===== src/rtl/cdc_req_tx_if.sv =====
// Local-side and receiver-side signals of the req/ack transmit block.
interface cdc_req_tx_if #(
  parameter int unsigned DATA_WIDTH = 8
);
  logic                  tx_valid;
  logic [DATA_WIDTH-1:0] tx_data;
  logic                  tx_ready;
  logic                  tx_done;
  logic                  tx_err;
  logic                  busy;
  logic                  req_out;
  logic [DATA_WIDTH-1:0] data_out;
  logic                  ack_async;

  // Transmit block view
  modport slave (
    input  tx_valid, tx_data, ack_async,
    output tx_ready, tx_done, tx_err, busy, req_out, data_out
  );

  // Local logic plus receiver view
  modport master (
    output tx_valid, tx_data, ack_async,
    input  tx_ready, tx_done, tx_err, busy, req_out, data_out
  );
endinterface


===== src/rtl/cdc_req_tx.sv =====
// Transmit side of a four-phase req/ack CDC handshake with ack synchronizer
// and request timeout.
module cdc_req_tx #(
  parameter int unsigned DATA_WIDTH = 8,
  parameter int unsigned TIMEOUT    = 255
) (
  input  logic         clk,
  input  logic         n_rst,
  cdc_req_tx_if.slave  bus
);

  localparam int unsigned TMO_W = 16;
  // The abort edge lands TIMEOUT+1 edges after the acceptance edge.
  localparam logic [TMO_W-1:0] TMO_LAST = TMO_W'(TIMEOUT);
  localparam bit               TMO_EN   = (TIMEOUT != 0);

  typedef enum logic [1:0] {
    IDLE    = 2'd0,
    REQ     = 2'd1,
    RELEASE = 2'd2,
    ABORT   = 2'd3
  } state_e;

  state_e                state_q, state_d;
  logic                  req_q, req_d;
  logic [DATA_WIDTH-1:0] data_q, data_d;
  logic                  done_q, done_d;
  logic                  err_q, err_d;
  logic [TMO_W-1:0]      tmo_q, tmo_d;
  logic                  ack_s1_q, ack_s1_d;
  logic                  ack_sync_q, ack_sync_d;
  logic                  tx_ready_c;

  // A stale synchronized ack blocks acceptance until the receiver has released.
  assign tx_ready_c   = (state_q == IDLE) && !ack_sync_q;
  assign bus.tx_ready = tx_ready_c;
  assign bus.busy     = (state_q != IDLE);
  assign bus.req_out  = req_q;
  assign bus.data_out = data_q;
  assign bus.tx_done  = done_q;
  assign bus.tx_err   = err_q;

  // Next-state, handshake outputs, timeout counter and ack synchronizer inputs.
  always_comb begin
    state_d    = state_q;
    req_d      = req_q;
    data_d     = data_q;
    done_d     = 1'b0;
    err_d      = 1'b0;
    tmo_d      = tmo_q;
    ack_s1_d   = bus.ack_async;
    ack_sync_d = ack_s1_q;

    case (state_q)
      IDLE: begin
        if (bus.tx_valid && tx_ready_c) begin
          data_d  = bus.tx_data;
          req_d   = 1'b1;
          tmo_d   = '0;
          state_d = REQ;
        end
      end
      REQ: begin
        // Ack has priority over a timeout reached on the same edge.
        if (ack_sync_q) begin
          req_d   = 1'b0;
          state_d = RELEASE;
        end else if (TMO_EN && (tmo_q == TMO_LAST)) begin
          req_d   = 1'b0;
          state_d = ABORT;
        end else if (tmo_q != '1) begin
          tmo_d = tmo_q + TMO_W'(1);
        end
      end
      RELEASE: begin
        if (!ack_sync_q) begin
          done_d  = 1'b1;
          state_d = IDLE;
        end
      end
      ABORT: begin
        // Wait out a late ack so it cannot be mistaken for the next transfer's.
        if (!ack_sync_q) begin
          err_d   = 1'b1;
          state_d = IDLE;
        end
      end
      default: begin
        state_d = IDLE;
        req_d   = 1'b0;
      end
    endcase
  end

  // State, registered outputs and the two-flop ack synchronizer.
  always_ff @(posedge clk or negedge n_rst) begin
    if (!n_rst) begin
      state_q    <= IDLE;
      req_q      <= 1'b0;
      data_q     <= '0;
      done_q     <= 1'b0;
      err_q      <= 1'b0;
      tmo_q      <= '0;
      ack_s1_q   <= 1'b0;
      ack_sync_q <= 1'b0;
    end else begin
      state_q    <= state_d;
      req_q      <= req_d;
      data_q     <= data_d;
      done_q     <= done_d;
      err_q      <= err_d;
      tmo_q      <= tmo_d;
      ack_s1_q   <= ack_s1_d;
      ack_sync_q <= ack_sync_d;
    end
  end

endmodule


===== src/flat_wrapper.sv =====
// flat-port wrapper written by rule: the top's interface ports become plain ports
module cdc_req_tx_flat 
#(
  parameter int unsigned DATA_WIDTH = 8,
  parameter int unsigned TIMEOUT    = 255
)
  (clk, n_rst, bus_tx_valid, bus_tx_data, bus_ack_async, bus_tx_ready, bus_tx_done, bus_tx_err, bus_busy, bus_req_out, bus_data_out);
  cdc_req_tx_if #(.DATA_WIDTH(DATA_WIDTH)) bus_i ();
  input  logic clk;
  input  logic n_rst;
  input wire logic [$bits(bus_i.tx_valid)-1:0] bus_tx_valid;
  input wire logic [$bits(bus_i.tx_data)-1:0] bus_tx_data;
  input wire logic [$bits(bus_i.ack_async)-1:0] bus_ack_async;
  output wire logic [$bits(bus_i.tx_ready)-1:0] bus_tx_ready;
  output wire logic [$bits(bus_i.tx_done)-1:0] bus_tx_done;
  output wire logic [$bits(bus_i.tx_err)-1:0] bus_tx_err;
  output wire logic [$bits(bus_i.busy)-1:0] bus_busy;
  output wire logic [$bits(bus_i.req_out)-1:0] bus_req_out;
  output wire logic [$bits(bus_i.data_out)-1:0] bus_data_out;
  assign bus_i.tx_valid = bus_tx_valid;
  assign bus_i.tx_data = bus_tx_data;
  assign bus_i.ack_async = bus_ack_async;
  assign bus_tx_ready = bus_i.tx_ready;
  assign bus_tx_done = bus_i.tx_done;
  assign bus_tx_err = bus_i.tx_err;
  assign bus_busy = bus_i.busy;
  assign bus_req_out = bus_i.req_out;
  assign bus_data_out = bus_i.data_out;
  cdc_req_tx #(.DATA_WIDTH(DATA_WIDTH), .TIMEOUT(TIMEOUT)) u_core (.clk(clk), .n_rst(n_rst), .bus(bus_i));
endmodule

===== config.mk =====
export PLATFORM = sky130hd
export DESIGN_NAME = cdc_req_tx_flat
export DESIGN_NICKNAME = d
export VERILOG_FILES = /design/src/rtl/cdc_req_tx_if.sv /design/src/rtl/cdc_req_tx.sv /design/src/flat_wrapper.sv
export SDC_FILE = /design/constraint.sdc
export NUM_CORES = 1
export LEC_CHECK = 0
export CORE_MARGIN = 2
export CORE_UTILIZATION = 30
export CTS_BUF_LIST = sky130_fd_sc_hd__clkbuf_2 sky130_fd_sc_hd__clkbuf_4 sky130_fd_sc_hd__clkbuf_8
export DETAILED_ROUTE_END_ITERATION = 12
export PLACE_DENSITY = 0.6
export SLEW_MARGIN = 20
export SYNTH_ARGS = -nofsm -noshare
export SYNTH_HDL_FRONTEND = slang
export SYNTH_SLANG_ARGS = --single-unit

===== constraint.sdc =====
create_clock -name clk -period 4 [get_ports clk]
set_input_delay 0.6 -clock clk [delete_from_list [all_inputs] [get_ports clk]]
set_output_delay 0.6 -clock clk [all_outputs]
set_load 0.02 [all_outputs]

==> impl_metrics.toml <==
[run_status]
status = "completed"

[timing]
rsz0062_at_grt = "false"
maxSlewViolCount = 0
tns_ns = 0
timing.fmax_mhz = 413
whs_ns = 0.339
maxSlewHeadroom = 0.506
hold_viol = 0
tightest_slew_ns = 0.738
period_minus_slack_ns = 2.42
period_share = 0.606
fin_skew_ns = 0.0101
final-setup-viol-count = 0

[final_layout]
fin_nets = 189
drive_above_1_share = 0.158
utilization = 0.382
area.growth.synth_to_final_pct = 24.5
antenna_cells = 0

[global_routing]
antenna_found_initial = 0
grt_pass1_vias = 1258
gr-total-overflow = 0
grt_first_pass_wirelength_um = 5530
grt_start_max_net_pins = 32
grtUsageTotal = 0.118

[setup_path]
cp_data_arrival_time_ns = 1.82
cp.required_ns = 3.40
cp_slowest_stage_delay_ns = 0.62
path_buf_inv = 1
path_class = "reg -> out"
startpoint_type = "flop"
rr_worst_depth = 5
cp_num_cells = 3
crit_path_end_kind = "primary output"
cp_max_fo = 9
worst_path_max_delay_cell = "clkdlybuf4s50_1"
crit_chain = "or2_2, nor2_1, clkdlybuf4s50_1"
cp_top_family = "buffers and inverters"

[logic_synthesis]
yosys_warnings = 0
netlist_area_um2 = 1560
ys_async_sr_fraction = 1.00
synth_area_leaders = "dfrtp_1, mux2_2, nor2_1, o21ai_0, a211o_1"
synthCells = 150
yosysUniqueCellTypes = 39
yosys-top-cells-count = "dfrtp_1, nor2_1, nand2_1"
dominantRegCellSynth = "dfrtp_1"
yosysTopAreaCell = "dfrtp_1"
synth.top_cell.area_share = 0.498
synth-edff-count = 0
synth_nets = 163
ys_seq_area_frac = 0.498
ys_ff_latch = 31
synth.most_common_cell = "dfrtp_1"
synth_area_per_cell_um2 = 10.4

[power]
vdd_drop_max_uv = 160
p_leak_nw = 0.827
p_int_uw = 584
p_clk_frac = 0.297
cellPowerDensity_nw_per_um2 = 425
power_frac_comb = 0.237
netSwitchingPower_uw = 241
switching_share = 0.292
p_total_uw = 825
p_seq_frac = 0.466

[die]
die_w_um = 76.1
core_area_um2 = 5070
io_pins = 25
rows = 26
initial_core_util = 0.307
dieArea_um2 = 5790
die_h_um = 76.1

[drt]
routed_via_density = 4.98
drt-total-wl_um = 3240
drc = 0
drtAntennaViolNets = 0
drtPass1Iterations = 4
num_vias = 1229
wl_per_cell_um = 13.1
first_iter_violations = 61

[clocking]
post-cts-setup-buffers = 0
cts-root-buf = "clkbuf_8"
cts.clk_slew.worst_paths_ns = 0.06
tritoncts = "built"
hold_buffers = 0
clkSinkCount = 31
clk_latency_ns = 0.28
cts-resized-gates = 0
cts_buffers = 5
cts_htree_levels = 2
clock_path_buffers = 2

[worst_hold_path]
hold_path_depth = 0
hold_class = "reg -> reg"

[place]
io_buffers = 24
place.gp.congestion = 0.829
dpl.hpwl_um = 2260

[flow_run]
cap_viol_max_count = 0
state kept, by name, summed over array words and instances (netlist names):
name / count
u_core.ack_s1_q: 1
u_core.ack_sync_q: 1
u_core.bus.data_out: 8
u_core.bus.req_out: 1
u_core.bus.tx_done: 1
u_core.bus.tx_err: 1
u_core.state_q: 2
u_core.tmo_q: 16
per-stage QoR:
step	worst slack (ns)	instance area, um2	std cells
finish	1.58	1940	247
global route	1.51	1940	247
CTS	1.56	1940	247
detailed placement	1.78	1850	239
global placement	1.81	1850	239
floorplan	2.06	1560	150
power by group through the flow:
stage | Clock [mW] | Sequential [mW] | Combinational [mW]
after detailed placement | 0 | 0.390 | 0.198
after CTS | 0.253 | 0.384 | 0.199
final | 0.245 | 0.385 | 0.196
after floorplan | 0 | 0.410 | 0.0966
after global routing | 0.269 | 0.392 | 0.211
after global placement | 0 | 0.388 | 0.199
cells in the final DEF (no fill, tap or decap), drive strengths merged, types with 3 or more instances in the layout:
| master | instances |
|---|---|
| a211o | 5 |
| a21o | 3 |
| a21oi | 3 |
| and3 | 4 |
| clkbuf | 7 |
| clkdlybuf4s50 | 24 |
| dfrtp | 31 |
| inv | 6 |
| mux2 | 8 |
| nand2 | 10 |
| nand3 | 8 |
| nand4 | 5 |
| nor2 | 13 |
| nor3 | 7 |
| nor3b | 3 |
| nor4 | 3 |
| o21ai | 9 |
| o22a | 3 |
| or2 | 3 |
area by class of cell:
type | count | area [um2]
fill | 541 | 3130
sequential | 31 | 776
multi-input combinational | 107 | 718
timing repair buffer | 25 | 248
tap | 70 | 87.6
clock buffer | 7 | 83.8
inverter | 6 | 22.5
clock inverter | 1 | 5.00
logic make-up after synthesis:
group | Yosys count | synth area share
fa+ha+maj | 1 | 0.00802
buf+inv | 12 | 0.0417
compound gates | 34 | 0.171
simple gates | 63 | 0.217
flops | 31 | 0.498
mux | 9 | 0.0642
worst paths after layout:
path	from	to	slack, ns
max in group asynchronous	n_rst	u_core.tmo_q[7]$_DFFE_PN0P_	2.99
min in group asynchronous	n_rst	u_core.tmo_q[13]$_DFFE_PN0P_	0.72
setup reg to reg	u_core.state_q[0]$_DFFE_PN0P_	u_core.tmo_q[6]$_DFFE_PN0P_	1.81
setup / recovery	u_core.state_q[1]$_DFFE_PN0P_	bus_tx_ready	1.58
hold reg to reg	u_core.ack_s1_q$_DFF_PN0_	u_core.ack_sync_q$_DFF_PN0_	0.34
hold / removal	u_core.ack_s1_q$_DFF_PN0_	u_core.ack_sync_q$_DFF_PN0_	0.34
metal layers:
layer / share of wire / vias to the layer above / track usage / wire length [um]
li1: - / 607 / - / -
met1: 0.49 / 607 / 0.146 / 1600
met2: 0.47 / 11 / 0.186 / 1510
met3: 0.023 / 4 / 0.0296 / 73
met4: 0.016 / 0 / 0.0691 / 53
met5: 0 / - / 0 / 0
(Power assumes the default switching activity.)
